[src/rtl/fetch_ctrl_pkg.sv]
// rtl/fetch_ctrl_pkg.sv - shared state encoding, IR half-select codes and timeout default for the fetch controller
package fetch_ctrl_pkg;

  typedef enum logic [2:0] {
    IDLE  = 3'd0,
    RD_LO = 3'd1,
    RD_HI = 3'd2,
    DONE  = 3'd3,
    ERR   = 3'd4
  } fetch_state_e;

  localparam logic IR_LOW  = 1'b0;
  localparam logic IR_HIGH = 1'b1;

  localparam int unsigned TIMEOUT_CYCLES_DEFAULT = 16;

endpackage

[src/rtl/fetch_wait_timer.sv]
// rtl/fetch_wait_timer.sv - per-byte memory stall counter; only present when FETCH_TIMEOUT_EN is defined
`ifdef FETCH_TIMEOUT_EN
module fetch_wait_timer
  import fetch_ctrl_pkg::*;
#(
  parameter int unsigned TIMEOUT_CYCLES = TIMEOUT_CYCLES_DEFAULT
) (
  input  logic clk_i,
  input  logic rst_ni,
  input  logic clr_i,
  input  logic inc_i,
  output logic expire_o
);

  // Expiry fires on the stall cycle that would bring the count to the limit.
  localparam logic [7:0] LastCount = 8'(TIMEOUT_CYCLES - 1);

  logic [7:0] count_q, count_d;

  always_comb begin
    count_d = count_q;
    if (clr_i) begin
      count_d = '0;
    end else if (inc_i) begin
      count_d = count_q + 8'd1;
    end
  end

  always_ff @(posedge clk_i or negedge rst_ni) begin
    if (!rst_ni) begin
      count_q <= '0;
    end else begin
      count_q <= count_d;
    end
  end

  assign expire_o = inc_i && !clr_i && (count_q == LastCount);

endmodule
`endif

[src/rtl/instruction_fetch_controller.sv]
// rtl/instruction_fetch_controller.sv - two-byte instruction fetch sequencer; optional stall timeout under FETCH_TIMEOUT_EN
module instruction_fetch_controller
  import fetch_ctrl_pkg::*;
#(
  parameter int unsigned TIMEOUT_CYCLES = TIMEOUT_CYCLES_DEFAULT
) (
  input  logic Clock,
  input  logic Reset,
  input  logic FetchReq,
  input  logic Flush,
  input  logic MemReady,
  output logic MemRead,
  output logic PCInc,
  output logic IRWrite,
  output logic IRLH,
  output logic FetchDone,
  output logic Busy,
  output logic FetchError
);

  if (TIMEOUT_CYCLES < 1 || TIMEOUT_CYCLES > 255) begin : g_bad_timeout_cfg
    $error("TIMEOUT_CYCLES must be in 1..255");
  end

  fetch_state_e state_q, state_d;
  logic         in_read;
  logic         wait_expired;

  assign in_read = (state_q == RD_LO) || (state_q == RD_HI);

`ifdef FETCH_TIMEOUT_EN
  fetch_wait_timer #(
    .TIMEOUT_CYCLES(TIMEOUT_CYCLES)
  ) u_wait_timer (
    .clk_i   (Clock),
    .rst_ni  (Reset),
    .clr_i   (!in_read || MemReady || Flush),
    .inc_i   (in_read && !MemReady),
    .expire_o(wait_expired)
  );

  assign FetchError = (state_q == ERR);
`else
  assign wait_expired = 1'b0;
  assign FetchError   = 1'b0;
`endif

  // Write controls are Mealy so the IR captures on the edge the byte is presented.
  always_comb begin
    state_d   = state_q;
    MemRead   = 1'b0;
    IRWrite   = 1'b0;
    IRLH      = IR_LOW;
    PCInc     = 1'b0;
    FetchDone = 1'b0;

    unique case (state_q)
      IDLE: begin
        if (FetchReq) state_d = RD_LO;
      end
      RD_LO: begin
        MemRead = 1'b1;
        IRLH    = IR_LOW;
        if (MemReady) begin
          IRWrite = 1'b1;
          PCInc   = 1'b1;
          state_d = RD_HI;
        end else if (wait_expired) begin
          state_d = ERR;
        end
      end
      RD_HI: begin
        MemRead = 1'b1;
        IRLH    = IR_HIGH;
        if (MemReady) begin
          IRWrite = 1'b1;
          PCInc   = 1'b1;
          state_d = DONE;
        end else if (wait_expired) begin
          state_d = ERR;
        end
      end
      DONE: begin
        FetchDone = 1'b1;
        state_d   = FetchReq ? RD_LO : IDLE;
      end
      ERR: begin
        state_d = ERR;
      end
      default: begin
        state_d = IDLE;
      end
    endcase

    if (Flush) begin
      MemRead   = 1'b0;
      IRWrite   = 1'b0;
      PCInc     = 1'b0;
      FetchDone = 1'b0;
      state_d   = IDLE;
    end
  end

  always_ff @(posedge Clock or negedge Reset) begin
    if (!Reset) begin
      state_q <= IDLE;
    end else begin
      state_q <= state_d;
    end
  end

  assign Busy = (state_q != IDLE);

endmodule

[config.mk]
export PLATFORM = sky130hd
export DESIGN_NAME = instruction_fetch_controller
export DESIGN_NICKNAME = d
export VERILOG_FILES = /design/src/rtl/fetch_ctrl_pkg.sv /design/src/rtl/fetch_wait_timer.sv /design/src/rtl/instruction_fetch_controller.sv
export SDC_FILE = /design/constraint.sdc
export NUM_CORES = 1
export LEC_CHECK = 0
export ABC_AREA = 1
export CAP_MARGIN = 20
export CORE_AREA = 4 4 41 43
export CTS_BUF_LIST = sky130_fd_sc_hd__clkbuf_4
export DETAILED_ROUTE_END_ITERATION = 12
export DIE_AREA = 0 0 45 47
export PLACE_DENSITY = 0.41
export REMOVE_ABC_BUFFERS = 1
export SLEW_MARGIN = 10
export SYNTH_ARGS = -nofsm -noshare
export SYNTH_HDL_FRONTEND = slang
export SYNTH_HIERARCHICAL = 1
export SYNTH_SLANG_ARGS = --single-unit
[constraint.sdc]
create_clock -name Clock -period 1.2 [get_ports Clock]
set_input_delay 0.18 -clock Clock [delete_from_list [all_inputs] [get_ports Clock]]
set_output_delay 0.18 -clock Clock [all_outputs]
set_load 0.01 [all_outputs]
==> out/metrics.yaml <==
outcome:
  outcome: "finished, violations left"
  violations: "setup timing"
final_layout:
  final_core_util: 0.372
  diodes: 0
  fill_cells: 153
  layout.nets: 68
  areaGrowthSynthToFinish_pct: 113
  multiInputGateArea_um2: 138
  fin_area_um2: 484
  reg.largest.list: "state_q x3"
  largest_reg_flops: 3
  seq_area_um2: 75.1
  fin_cells: 77
  final_layout_size_suffix_gt1_frac: 0.613
  top_register: "state_q"
synthesis:
  synth_ff_type: "dfrtp_1"
  syn_inst: 33
  ys_warn_count: 6
  synth_edf_count: 0
  synthTopCellsByArea: "dfrtp_1 (33%), nand2_1 (12%), buf_4 (6.6%)"
  synthArstFlopShare: 1.00
  seq_area_frac_synth: 0.330
  yosys.area.top_type_share: 0.330
  synthesis.area_um2: 228
  synth_cell_types: 15
  synth_common_cells: "nand2_1 (7), inv_1 (4), dfrtp_1 (3), nor2_1 (3)"
  avgSynthCellArea_um2: 6.90
  ys_ff_latch: 3
  synthMostInstantiatedCell: "nand2_1"
  yosys.area.top_type: "dfrtp_1"
power:
  pwr-share-comb: 0.415
  sw_frac_of_total: 0.304
  internal-power_mw: 0.381
  p_leak_nw: 0.261
  power_density_nw_per_um2: 1130
  power.total_mw: 0.547
  p_switching_mw: 0.166
  ir_drop_mv: 0.491
  power_frac_clock: 0.358
  pwr-share-seq: 0.227
timing:
  fin_ws_ns: -0.115
  fin_setup_tns_ns: -0.450
  clock_skew_ns: 0.00244
  finalHoldWorstSlack_ns: 0.130
  timing.final.crit_share: 1.10
  drv_slew: 0
  rsz0062_at_grt: "true"
  fmax_mhz: 761
  finalCriticalPeriod_ns: 1.31
  setup_violations: 6
  hold_viol: 0
worst_setup_path:
  crit_fanout: 3
  worst_setup_path_start_kind: "register"
  worstSetupStartpoint: "state_q[1]$_DFFE_PN0P_"
  endpoint_kind: "output pin"
  slowest_delay_ns: 0.41
  cp_slowest_cell: "dfrtp_1"
  reg2reg_from: "state_q[1]$_DFFE_PN0P_"
  cp_cell_sequence: "nand2_2 -> nand3_2 -> nor2_2 -> buf_2"
  reg2reg_setup_slack_ns: 0.10
  reg2regPathDepth: 6
  reg2reg_to: "state_q[0]$_DFFE_PN0P_"
  arrival_ns: 1.13
  cp_data_required_time_ns: 1.02
  setup.worst_path.class: "reg2out"
global_routing:
  antenna_found_initial: 0
  grt_pass1_vias: 333
  grtUsageTotal: 0.0910
  grt_overflow: 0
  grt_pass1_wl_um: 1350
  grt_max_degree: 4
floorplanning:
  num_rows: 13
  start_util: 0.175
  ioPinCount: 12
  die_h_um: 47
  die_area_um2: 2120
  core-area_um2: 1300
  die_w_um: 45
place:
  io_buffers: 10
  place_area_um2: 414
  dp_hpwl_um: 630
  dpl.cell_count: 67
  gp_congestion: 0.778
  dp_slack_ns: -0.592
route:
  drc: 0
  drt-wirelength-per-cell_um: 10.6
  antenna_left: 0
  vias: 303
  via_per_inst: 3.94
  first_pass_iters: 2
  wirelength_um: 818
  drt_iter0_drc: 1
clock_tree:
  cts_inserted_buffers: 3
  cts_hold_buf: 0
  htreeDepth: 1
  clk_pin_slew_ns: 0.04
  cts_tree: "built"
  cts_sinks: 3
  clk_latency_ns: 0.23
  clockBufferDepth: 2
  root_buffer: "clkbuf_4"
flow_run:
  cap_violations: 0
hold_path:
  holdCritPathClass: "in2async"
## layout by cell type (no fill, tap or decap)
cell type	instances
o21ai_2	1
nand3_2	1
nor3_1	1
buf_2	6
buf_4	16
nand4_1	2
buf_6	1
nand2_2	2
inv_2	3
clkdlybuf4s50_1	3
dfrtp_1	3
nor2_1	2
conb_1	1
dlygate4sd2_1	1
nand2_1	6
nor2_2	2
nand3_1	2
inv_1	3
nor3_4	2
clkbuf_4	4
## kinds of logic (layout without fill, tap and decap cells)
family | count (synthesis) | in the layout | synth area share
AND/OR/NAND/NOR | 20 | 20 | 0.451
buffers and inverters | 8 | 37 | 0.165
flip-flops | 3 | 3 | 0.330
other | 1 | 1 | 0.0165
AO/OA/AOI/OAI | 1 | 1 | 0.0385
## cell type report
cell class,instances,area share
Timing Repair Buffer,27,0.413
Multi-Input combinational cell,22,0.284
Sequential cell,3,0.155
Tap cell,15,0.0388
Inverter,6,0.0465
Clock buffer,4,0.0620
## routing by layer
metal / share of wire / global-route usage
met3: 0.033 / 0.0230
met4: 0 / 0.0526
met2: 0.60 / 0.175
met1: 0.36 / 0.0868
met5: 0 / 0
## power by group through the flow
stage,combinational (mW),clock [mW],sequential [mW]
2_1_floorplan,0.0795,0,0.125
3_3_place_gp,0.207,0,0.124
3_5_place_dp,0.210,0,0.124
4_1_cts,0.224,0.209,0.124
5_1_grt,0.252,0.217,0.127
6_report,0.227,0.196,0.124
## worst max-delay path, delay by kind of cell, from the launching register on
family,cells,cell delay (ns)
buf+inv,1,0.14
flops,1,0.41
simple gates,3,0.35
## worst max path at each step
stage                          to  slack, ns  depth (start not counted)
after floorplan           IRWrite       0.06                          3
after global placement      PCInc      -0.51                          5
after detailed placement  IRWrite      -0.59                          5
after CTS                 IRWrite      -0.14                          4
after global routing      IRWrite      -0.20                          5
final                     IRWrite      -0.11                          4
## what timing repair did
action | in CTS | in global routing
endpoints found under the setup margin | 6 | 7
pin swaps | 4 | 5
buffers inserted | 7 | 0
gates resized for setup | 29 | 3
Power figures use the tool's default switching activity.
